==> config.mk <==
export PLATFORM = sky130hd
export DESIGN_NAME = alu_seq_param
export DESIGN_NICKNAME = d
export VERILOG_FILES = /design/src/rtl/alu_pkg.sv /design/src/rtl/alu_comb_datapath.sv /design/src/rtl/alu_seq_param.sv
export SDC_FILE = /design/constraint.sdc
export NUM_CORES = 1
export LEC_CHECK = 0
export BUFFER_PORTS_ARGS = -buffer_cell sky130_fd_sc_hd__buf_2
export CAP_MARGIN = 5
export CORE_ASPECT_RATIO = 0.6
export CORE_MARGIN = 2
export CORE_UTILIZATION = 50
export CTS_CLUSTER_DIAMETER = 100
export DETAILED_ROUTE_END_ITERATION = 10
export PLACE_DENSITY = 0.68
export SLEW_MARGIN = 20
export SYNTH_ARGS = -nofsm -noshare
export SYNTH_HDL_FRONTEND = slang
export SYNTH_HIERARCHICAL = 1
export SYNTH_SLANG_ARGS = --single-unit
==> constraint.sdc <==
create_clock -name clk -period 6.85 [get_ports clk]
set_input_delay 1.37 -clock clk [delete_from_list [all_inputs] [get_ports clk]]
set_output_delay 1.37 -clock clk [all_outputs]
set_load 0.02 [all_outputs]
==> src/rtl/alu_pkg.sv <==
// alu_pkg: opcode and FSM state encodings shared by the sequential ALU
package alu_pkg;
    localparam logic [2:0] OP_AND = 3'b000;
    localparam logic [2:0] OP_OR  = 3'b001;
    localparam logic [2:0] OP_ADD = 3'b010;
    localparam logic [2:0] OP_SUB = 3'b011;
    localparam logic [2:0] OP_SLT = 3'b100;
    localparam logic [2:0] OP_MUL = 3'b101;
    localparam logic [2:0] OP_SLL = 3'b110;
    localparam logic [2:0] OP_SRL = 3'b111;
    typedef enum logic [1:0] {ST_IDLE, ST_BUSY, ST_DONE} state_t;
endpackage

==> src/rtl/alu_comb_datapath.sv <==
// alu_comb_datapath: combinational result and flags for every single-cycle opcode
module alu_comb_datapath
    import alu_pkg::*;
#(
    parameter int WIDTH = 16,
    parameter int SHW   = $clog2(WIDTH)
) (
    input  logic [2:0]       op,
    input  logic [WIDTH-1:0] a,
    input  logic [WIDTH-1:0] b,
    output logic [WIDTH-1:0] result,
    output logic             zero,
    output logic             negative,
    output logic             carry_out,
    output logic             overflow
);
    logic             sub;
    logic             arith;
    logic [WIDTH-1:0] bb;
    logic [WIDTH:0]   sum;
    logic [SHW-1:0]   sh;
    logic             lt;
    assign sub   = op == OP_SUB;
    assign arith = op == OP_ADD || op == OP_SUB;
    assign bb    = sub ? ~b : b;
    assign sum   = {1'b0, a} + {1'b0, bb} + {{WIDTH{1'b0}}, sub};
    assign sh    = b[SHW-1:0];
    assign lt    = $signed(a) < $signed(b);
    // Opcode select; MUL is handled by the sequential engine so it yields zero here
    always_comb begin
        result = op == OP_AND ? a & b :
                 op == OP_OR  ? a | b :
                 arith        ? sum[WIDTH-1:0] :
                 op == OP_SLT ? {{(WIDTH-1){1'b0}}, lt} :
                 op == OP_SLL ? a << sh :
                 op == OP_SRL ? a >> sh : '0;
    end
    assign zero      = ~|result;
    assign negative  = result[WIDTH-1];
    assign carry_out = arith & sum[WIDTH];
    assign overflow  = arith & (a[WIDTH-1] == bb[WIDTH-1]) & (sum[WIDTH-1] != a[WIDTH-1]);
endmodule

==> src/rtl/alu_seq_param.sv <==
// alu_seq_param: registered ALU with valid/ready handshake and shift-add multiplier
module alu_seq_param
    import alu_pkg::*;
#(
    parameter int WIDTH = 16,
    parameter int SHW   = $clog2(WIDTH)
) (
    input  logic             clk,
    input  logic             reset,
    input  logic             in_valid,
    output logic             in_ready,
    input  logic [2:0]       op,
    input  logic [WIDTH-1:0] a,
    input  logic [WIDTH-1:0] b,
    output logic             out_valid,
    input  logic             out_ready,
    output logic [WIDTH-1:0] result,
    output logic             zero,
    output logic             negative,
    output logic             carry_out,
    output logic             overflow
);
    localparam logic [SHW:0] LAST = WIDTH[SHW:0];
    state_t             state;
    logic [WIDTH-1:0]   mcand;
    logic [WIDTH-1:0]   mplier;
    logic [2*WIDTH-1:0] acc;
    logic [2*WIDTH-1:0] acc_next;
    logic [SHW:0]       counter;
    logic [WIDTH-1:0]   d_result;
    logic               d_zero, d_negative, d_carry, d_overflow;
    alu_comb_datapath #(.WIDTH(WIDTH), .SHW(SHW)) u_dp (
        .op(op), .a(a), .b(b), .result(d_result), .zero(d_zero),
        .negative(d_negative), .carry_out(d_carry), .overflow(d_overflow)
    );
    assign in_ready  = state == ST_IDLE;
    assign out_valid = state == ST_DONE;
    assign acc_next  = mplier[counter[SHW-1:0]] ? acc + ({{WIDTH{1'b0}}, mcand} << counter) : acc;
    // Handshake FSM, multiply iteration and output registers
    always_ff @(posedge clk) begin
        if (reset) begin
            state     <= ST_IDLE;
            result    <= '0;
            zero      <= 1'b0;
            negative  <= 1'b0;
            carry_out <= 1'b0;
            overflow  <= 1'b0;
            counter   <= '0;
            acc       <= '0;
            mcand     <= '0;
            mplier    <= '0;
        end else begin
            case (state)
                ST_IDLE: if (in_valid) begin
                    if (op == OP_MUL) begin
                        mcand   <= a;
                        mplier  <= b;
                        acc     <= '0;
                        counter <= '0;
                        state   <= ST_BUSY;
                    end else begin
                        result    <= d_result;
                        zero      <= d_zero;
                        negative  <= d_negative;
                        carry_out <= d_carry;
                        overflow  <= d_overflow;
                        state     <= ST_DONE;
                    end
                end
                ST_BUSY: if (counter == LAST) begin
                    result    <= acc[WIDTH-1:0];
                    zero      <= ~|acc[WIDTH-1:0];
                    negative  <= acc[WIDTH-1];
                    carry_out <= |acc[2*WIDTH-1:WIDTH];
                    overflow  <= 1'b0;
                    state     <= ST_DONE;
                end else begin
                    acc     <= acc_next;
                    counter <= counter + 1'b1;
                end
                ST_DONE: if (out_ready) state <= ST_IDLE;
                default: state <= ST_IDLE;
            endcase
        end
    end
endmodule

==> reports/metrics.cfg, run 1 <==
[synth]
async_flop_share_pct = 0
synthMuxAreaShare_pct = 13.8
synth-edff-count = 0
netlist_instances = 1317
syn_nets = 1457
synth_seq_area_share_pct = 17.7
netlist_area_mm2 = 0.0103
post_synth_and_or_nand_nor_area_fraction_pct = 20.3
synth_largest_area_cell = dfxtp_1
synth-xor-area-share_pct = 4.52
synth_top_area_share_pct = 17.7
synth-seq-cells = 91
avgSynthCellArea_um2 = 7.80
synth-main-ff-cell = dfxtp_1
synth-compound-area-share_pct = 24.8
synth_cell_types = 94
ys_warn_count = 6
ys_top_cells_by_area = dfxtp_1 (18%), ha_1 (12%), mux4_2 (6.8%), nand2_1 (6.0%), a21oi_1 (5.9%)
synth_top_family_by_area = compound AO/OA/AOI/OAI gates
synth_adder_area_share_pct = 12.4

[power]
cellPowerDensity_mw_per_mm2 = 148
ir_worst_vdd_uv = 131
leakage_nw = 4.57

[die]
die-width_um = 189
core-area_mm2 = 0.0201
start_util_pct = 51.2
io_pins = 61
dieHeight_um = 115
rows = 40
die_area_mm2 = 0.0217

[worst_setup_path]
worstSetupPathType = register to register
r2r_slack_ps = 1880
crit_top_cell = a21oi_1
path_max_fanout = 18
startpoint_type = register
endpoint_kind = register
cp.arrival_ps = 5260
cp_slowest_cell = dfxtp_1
worst_ep_required_time_ps = 7140
cp_top_family = compound AO/OA/AOI/OAI gates
crit_buf_inv = 1
max_stage_delay_ps = 900
path_cells = clkinv_1 > nand3_1 > nor2_1 > a21oi_1 > nand2_1 > o21ai_0 > nor2_1 > ha_1 > a21oi_1 > o21a_1 > nand2_1 > or3b_1 > a2111o_1 > a41oi_1 > xnor2_1 > a21oi_1 > o22ai_1

[drt]
ant_nets = 0
drt_iter0_drc = 1671
remaining_drc_errors = 0
finalWirelength_um = 37500
routedWlPerCell_um = 23.5
dr.pass1.iters = 7
viasPerCell = 6.58
vias = 10502

[sta]
slew_headroom_pct = 32.1
worst_slew_pin_slew_ps = 1020
rsz0062_at_grt = false
period_needed_ps = 4970
period_share_pct = 72.6
maxSlewViolCount = 0
whs_ps = 455
setup_viol = 0
max_freq_mhz = 201
tns_ps = 0
finalHoldViolCount = 0
fin_worst_skew_ps = 9.27

[clock_network]
insertion_delay_ps = 360
post_cts_resized = 0
cts_root_buffer = clkbuf_16
cts_sinks = 91
clkTransAtPathRegs_ps = 70
postCtsSetupRepairBufs = 0
htree_levels = 3
cts_buffers = 9
cts_buffer_depth = 2
tritoncts = built
cts-hold-fix-buffers = 0

[layout]
fill_cells = 1935
drive_gt1_share_pct = 12.0
stdcell_count = 1595
area_growth_pct = 6.25
nets = 1456
regArea_mm2 = 0.00182
multiInputGateArea_mm2 = 0.00780
finalInstanceArea_mm2 = 0.0109

[grt]
grt-ovfl-total = 0
grt_pass1_wl_um = 57000
grt_max_degree = 41
antenna_found_initial = 0
grt_pass1_vias = 9278
grtUsageTotal_pct = 34.7

[status]
status = completed

[place]
portBuffers = 60
placed_area_mm2 = 0.0106
routabilityCongestion = 1.04
numPlacedInstances = 1578
hpwl_um = 28600

[job]
max-cap-violations = 0

[hold_path]
worst_hold_path_type = register to register

==> state kept, by name, summed over array words and instances, names as in the netlist <==
signal	cells
acc	32
mcand	16
mplier	16
result	16
counter	5
state	2
carry_out	1
negative	1
overflow	1
zero	1
==> final timing paths <==
kind                    from         to  depth (start not counted)
hold / removal     mplier[5]  mplier[5]                          2
setup reg to reg  counter[0]    acc[31]                         17
setup / recovery  counter[0]    acc[31]                         17
hold reg to reg    mplier[5]  mplier[5]                          2
==> synth_stat cells, types with 20 or more instances <==
| cell type | number |
|---|---|
| nand2_1 | 163 |
| nor2_1 | 127 |
| a21oi_1 | 122 |
| ha_1 | 99 |
| dfxtp_1 | 91 |
| inv_1 | 57 |
| o21ai_0 | 57 |
| clkbuf_1 | 52 |
| xnor2_1 | 41 |
| mux2i_1 | 37 |
| a211oi_1 | 34 |
| mux4_2 | 31 |
| nor3_1 | 31 |
| a22oi_1 | 20 |
| nand3_1 | 20 |
| nor2b_1 | 20 |
==> cells in the final DEF, fill, tap and decap left out, drive strengths merged, types with 6 or more instances in the layout <==
cell	Yosys	layout
mux4	36	36
nor4	12	12
a31oi	9	9
a21o	18	18
nor2	127	127
nand3	20	20
o211ai	12	12
o21ai	64	64
xor2	12	12
o21bai	6	6
nor2b	21	21
a211oi	35	35
dfxtp	91	91
a22oi	20	20
a211o	6	6
and3	6	6
o21a	11	11
mux2	14	14
mux2i	39	39
clkbuf	52	11
nand2	163	163
inv	60	61
a21oi	123	123
o31ai	6	6
nand4	9	9
buf	35	75
and2	11	11
xnor2	41	41
o22ai	17	17
ha	99	99
nand2b	18	18
nor3	31	31
==> report_power, final <==
| group | total, mW | switching, mW | leakage [nW] | internal, mW |
|---|---|---|---|---|
| Sequential | 0.559 | 0.0128 | 0.738 | 0.546 |
| Combinational | 0.526 | 0.342 | 3.69 | 0.185 |
| Clock | 0.526 | 0.231 | 0.138 | 0.295 |
| Total | 1.61 | 0.586 | 4.57 | 1.03 |
==> per-layer routing <==
metal | vias to the layer above | global-route usage, % | wire [µm]
li1 | 4828 | - | -
met1 | 4927 | 51.5 | 17500
met2 | 676 | 43.2 | 13300
met3 | 67 | 17.9 | 5880
met4 | 4 | 5.47 | 540
met5 | - | 6.62 | 206
==> layout make-up <==
cell class | count | share of cell area [%]
multi-input cells | 1078 | 71.5
flip-flops and latches | 91 | 16.7
repair buffers | 75 | 3.78
well taps | 273 | 3.13
clock buffers | 11 | 2.22
inverters | 61 | 2.12
clock inverters | 5 | 0.562
diodes | 1 | 0.0229
==> through the flow <==
stage	worst slack [ps]	utilization (%)	power, mW
floorplan	2100	-	0.908
global placement	1970	52.9	1.07
detailed placement	1840	52.9	1.07
CTS	2050	54.4	1.59
global route	1510	54.4	1.67
finish	1880	54.4	1.61
==> tightest hold or removal path, delay by kind of cell (launching register included) <==
kind               cells  cell delay (ps)
AOI/OAI and AO/OA      1               50
and+or+nand+nor        1               50
DFF                    1              300
==> logic make-up (layout without fill, tap and decap cells) <==
logic type	Yosys count	in the layout
other	0	1
AND/OR/NAND/NOR	448	448
flip-flops	91	91
multiplexers	89	89
XOR/XNOR	53	53
buffers and inverters	148	152
AO/OA/AOI/OAI	387	387
adder cells (fa/ha/maj)	101	101
Note: power is estimated with default switching activity, not from simulation.
==> run 2, diff against run 1 <==
==> constraint.sdc (replaced) <==
create_clock -name clk -period 4.84 [get_ports clk]
set_input_delay 0.968 -clock clk [delete_from_list [all_inputs] [get_ports clk]]
set_output_delay 0.968 -clock clk [all_outputs]
set_load 0.02 [all_outputs]
==> run 2 against run 1 <==
  * Sequential share of layout area fell by 0.24 points
  * Die area did not move
  * Global-route usage fell by 0.76 points
  * Worst hold slack improved by 3.0 ps
  * Total power rose by 44%
  * Critical path depth fell by 1
  * Setup slack got worse by 1600 ps
  * Design area rose by 1.5%
  * Core utilization rose by 0.82 points
  * Via count rose by 0.70%
  * Routed wire length fell by 0.68%
  * Flip-flop and latch count did not move
  * Largest cell class unchanged
  * Largest power group unchanged
==> reports/metrics.cfg, run 2 (synthesis results as in run 1) <==
[status]
status = completed  ; unchanged

[worst_setup_path]
r2r_slack_ps = 320  ; was 1880 ps
endpoint = acc[31]  ; unchanged
r2r_cells = 16  ; was 17
rr_endpoint = acc[31]  ; unchanged
endpoint_kind = register  ; unchanged
cp_slowest_cell = dfxtp_1  ; unchanged
path_max_fanout = 14  ; was 18
cp.arrival_ps = 4780  ; was 5260 ps
worst_ep_required_time_ps = 5100  ; was 7140 ps
crit_start = counter[1]  ; was counter[0]
crit_cells = 16  ; was 17
cp_top_family = compound AO/OA/AOI/OAI gates  ; unchanged
worstSetupPathType = register to register  ; unchanged
path_cells = buf_4 > mux4_2 > nand2_1 > o21ai_0 > o21ai_0 > nor2_1 > ha_1 > a21oi_1 > o21a_1 > nand2_1 > or3b_1 > a2111o_1 > a41oi_1 > xnor2_1 > a21oi_1 > o22ai_1  ; was clkinv_1 > nand3_1 > nor2_1 > a21oi_1 > nand2_1 > o21ai_0 > nor2_1 > ha_1 > a21oi_1 > o21a_1 > nand2_1 > or3b_1 > a2111o_1 > a41oi_1 > xnor2_1 > a21oi_1 > o22ai_1
startpoint_type = register  ; unchanged
r2r-start = counter[1]  ; was counter[0]
crit_buf_inv = 1  ; unchanged
max_stage_delay_ps = 650  ; was 900 ps

[place]
portBuffers = 60  ; unchanged
hpwl_um = 28200  ; was 28600 µm
place_ws_ps = 497  ; was 1840 ps
routabilityCongestion = 1.10  ; was 1.04

[clock_network]
htree_levels = 3  ; unchanged
clkTransAtPathRegs_ps = 80  ; was 70 ps
post_cts_resized = 0  ; unchanged
postCtsSetupRepairBufs = 0  ; unchanged
tritoncts = built  ; unchanged
cts_buffers = 9  ; unchanged
insertion_delay_ps = 360  ; about the same
cts-hold-fix-buffers = 0  ; unchanged
cts_sinks = 91  ; unchanged
cts_root_buffer = clkbuf_16  ; unchanged
cts_buffer_depth = 2  ; unchanged

[layout]
nets = 1476  ; was 1456
final_common_cell = nand2_1  ; unchanged
largest_reg_flops = 32  ; unchanged
area_growth_pct = 7.86  ; was 6.25%
diodes = 0  ; was 1
layout_common_cells = nand2_1 (163), nor2_1 (126), a21oi_1 (122)  ; unchanged
regMostFlops = acc  ; unchanged
drive_gt1_share_pct = 13.4  ; was 12.0%

[grt]
grt_max_degree = 44  ; was 41
grt_pass1_vias = 9108  ; was 9278
grt_pass1_wl_um = 56000  ; was 57000 µm
antenna_found_initial = 2  ; was 0
grtUsageTotal_pct = 33.9  ; was 34.7%
grt-ovfl-total = 0  ; unchanged

[die]
start_util_pct = 51.2  ; unchanged
io_pins = 61  ; unchanged
core-area_mm2 = 0.0201  ; unchanged
die-width_um = 189  ; unchanged
rows = 40  ; unchanged
die_area_mm2 = 0.0217  ; unchanged
dieHeight_um = 115  ; unchanged

[sta]
period_share_pct = 93.5  ; was 72.6%
fin_ws_ps = 317  ; was 1880 ps
worst_slew_pin_slew_ps = 1090  ; was 1020 ps
finalHoldViolCount = 0  ; unchanged
rsz0062_at_grt = false  ; unchanged
tns_ps = 0  ; unchanged
setup_viol = 0  ; unchanged
period_needed_ps = 4520  ; was 4970 ps
fin_worst_skew_ps = 11.0  ; was 9.27 ps
slew_headroom_pct = 27.1  ; was 32.1%
maxSlewViolCount = 0  ; unchanged
max_freq_mhz = 221  ; was 201 MHz

[power]
leakage_nw = 4.69  ; was 4.57 nW
power.share.clock_pct = 33.4  ; was 32.7%
internal_power_mw = 1.46  ; was 1.03 mW
p_comb_share_pct = 32.5  ; was 32.7%
cellPowerDensity_mw_per_mm2 = 209  ; was 148 mW/mm²
ir_worst_vdd_uv = 182  ; was 131 µV
power.share.switching_pct = 37.2  ; was 36.4%
p_seq_share_pct = 34.1  ; was 34.7%
switchingPower_mw = 0.862  ; was 0.586 mW

[drt]
ant_nets = 0  ; unchanged
viasPerCell = 6.55  ; was 6.58
finalWirelength_um = 37200  ; was 37500 µm
dr.pass1.iters = 6  ; was 7
routedWlPerCell_um = 23.1  ; was 23.5 µm
vias = 10576  ; was 10502
drt_iter0_drc = 1706  ; was 1671
remaining_drc_errors = 0  ; unchanged

[job]
max-cap-violations = 0  ; unchanged

[hold_path]
worst_hold_path_type = register to register  ; unchanged

==> run 2: changes by cell type in the layout (fill, tap and decap cells not counted), moves of 2 or more <==
| cell | delta |
|---|---|
| inv_8 | +2 |
| inv_6 | +2 |
| clkinvlp_4 | -3 |
| buf_4 | +19 |
==> run 2: worst register-to-register path, delay by kind of cell, from the launching register on <==
kind	cells	cell delay, ps
mux	1	370
fa+ha+maj	1	420
buf+inv	1	270
simple gates	4	760
xor+xnor	1	120
flops	1	650
compound gates	8	1820
==> run 2: layout make-up <==
| class | instances | area, µm² |
|---|---|---|
| sequential | 91 | 1820 |
| clock inverter | 7 | 87.6 |
| clock buffer | 9 | 225 |
| multi-input combinational | 1078 | 7800 |
| tap | 273 | 342 |
| inverter | 61 | 231 |
| timing repair buffer | 95 | 576 |
| fill | 1932 | 8990 |
==> run 2: per-stage QoR <==
step / area [µm²] / std cells / util (%) / hold slack [ps] / power [mW]
after floorplan: 10300 / 1317 / - / 432 / 1.28
after global placement: 10800 / 1598 / 53.6 / 439 / 1.53
after detailed placement: 10800 / 1598 / 53.6 / 449 / 1.52
after CTS: 11100 / 1614 / 55.2 / 459 / 2.29
after global routing: 11100 / 1614 / 55.2 / 474 / 2.39
final: 11100 / 1614 / 55.2 / 458 / 2.32
==> run 2: worst min-delay path by stage <==
stage                    start          to  slack, ps  depth (start not counted)
CTS                  mplier[4]   mplier[4]        460                          2
global route         mplier[2]   mplier[2]        470                          2
global placement     mplier[1]   mplier[1]        440                          2
detailed placement   mplier[4]   mplier[4]        450                          2
finish               mplier[4]   mplier[4]        460                          2
floorplan           mplier[13]  mplier[13]        430                          2
==> run 2: power groups by stage <==
stage               sequential (mW)  combinational (mW)  clock, mW
floorplan                     0.823               0.462          0
CTS                           0.790               0.717      0.782
global route                  0.794               0.795      0.805
detailed placement            0.808               0.713          0
finish                        0.791               0.754      0.775
global placement              0.807               0.718          0
==> run 2: layer usage <==
| metal | GRT usage [%] | vias up | routed length (µm) |
|---|---|---|---|
| li1 | - | 4868 | - |
| met1 | 50.9 | 4958 | 17200 |
| met2 | 42.8 | 686 | 13300 |
| met3 | 16.3 | 56 | 6050 |
| met4 | 4.48 | 8 | 420 |
| met5 | 7.05 | - | 255 |
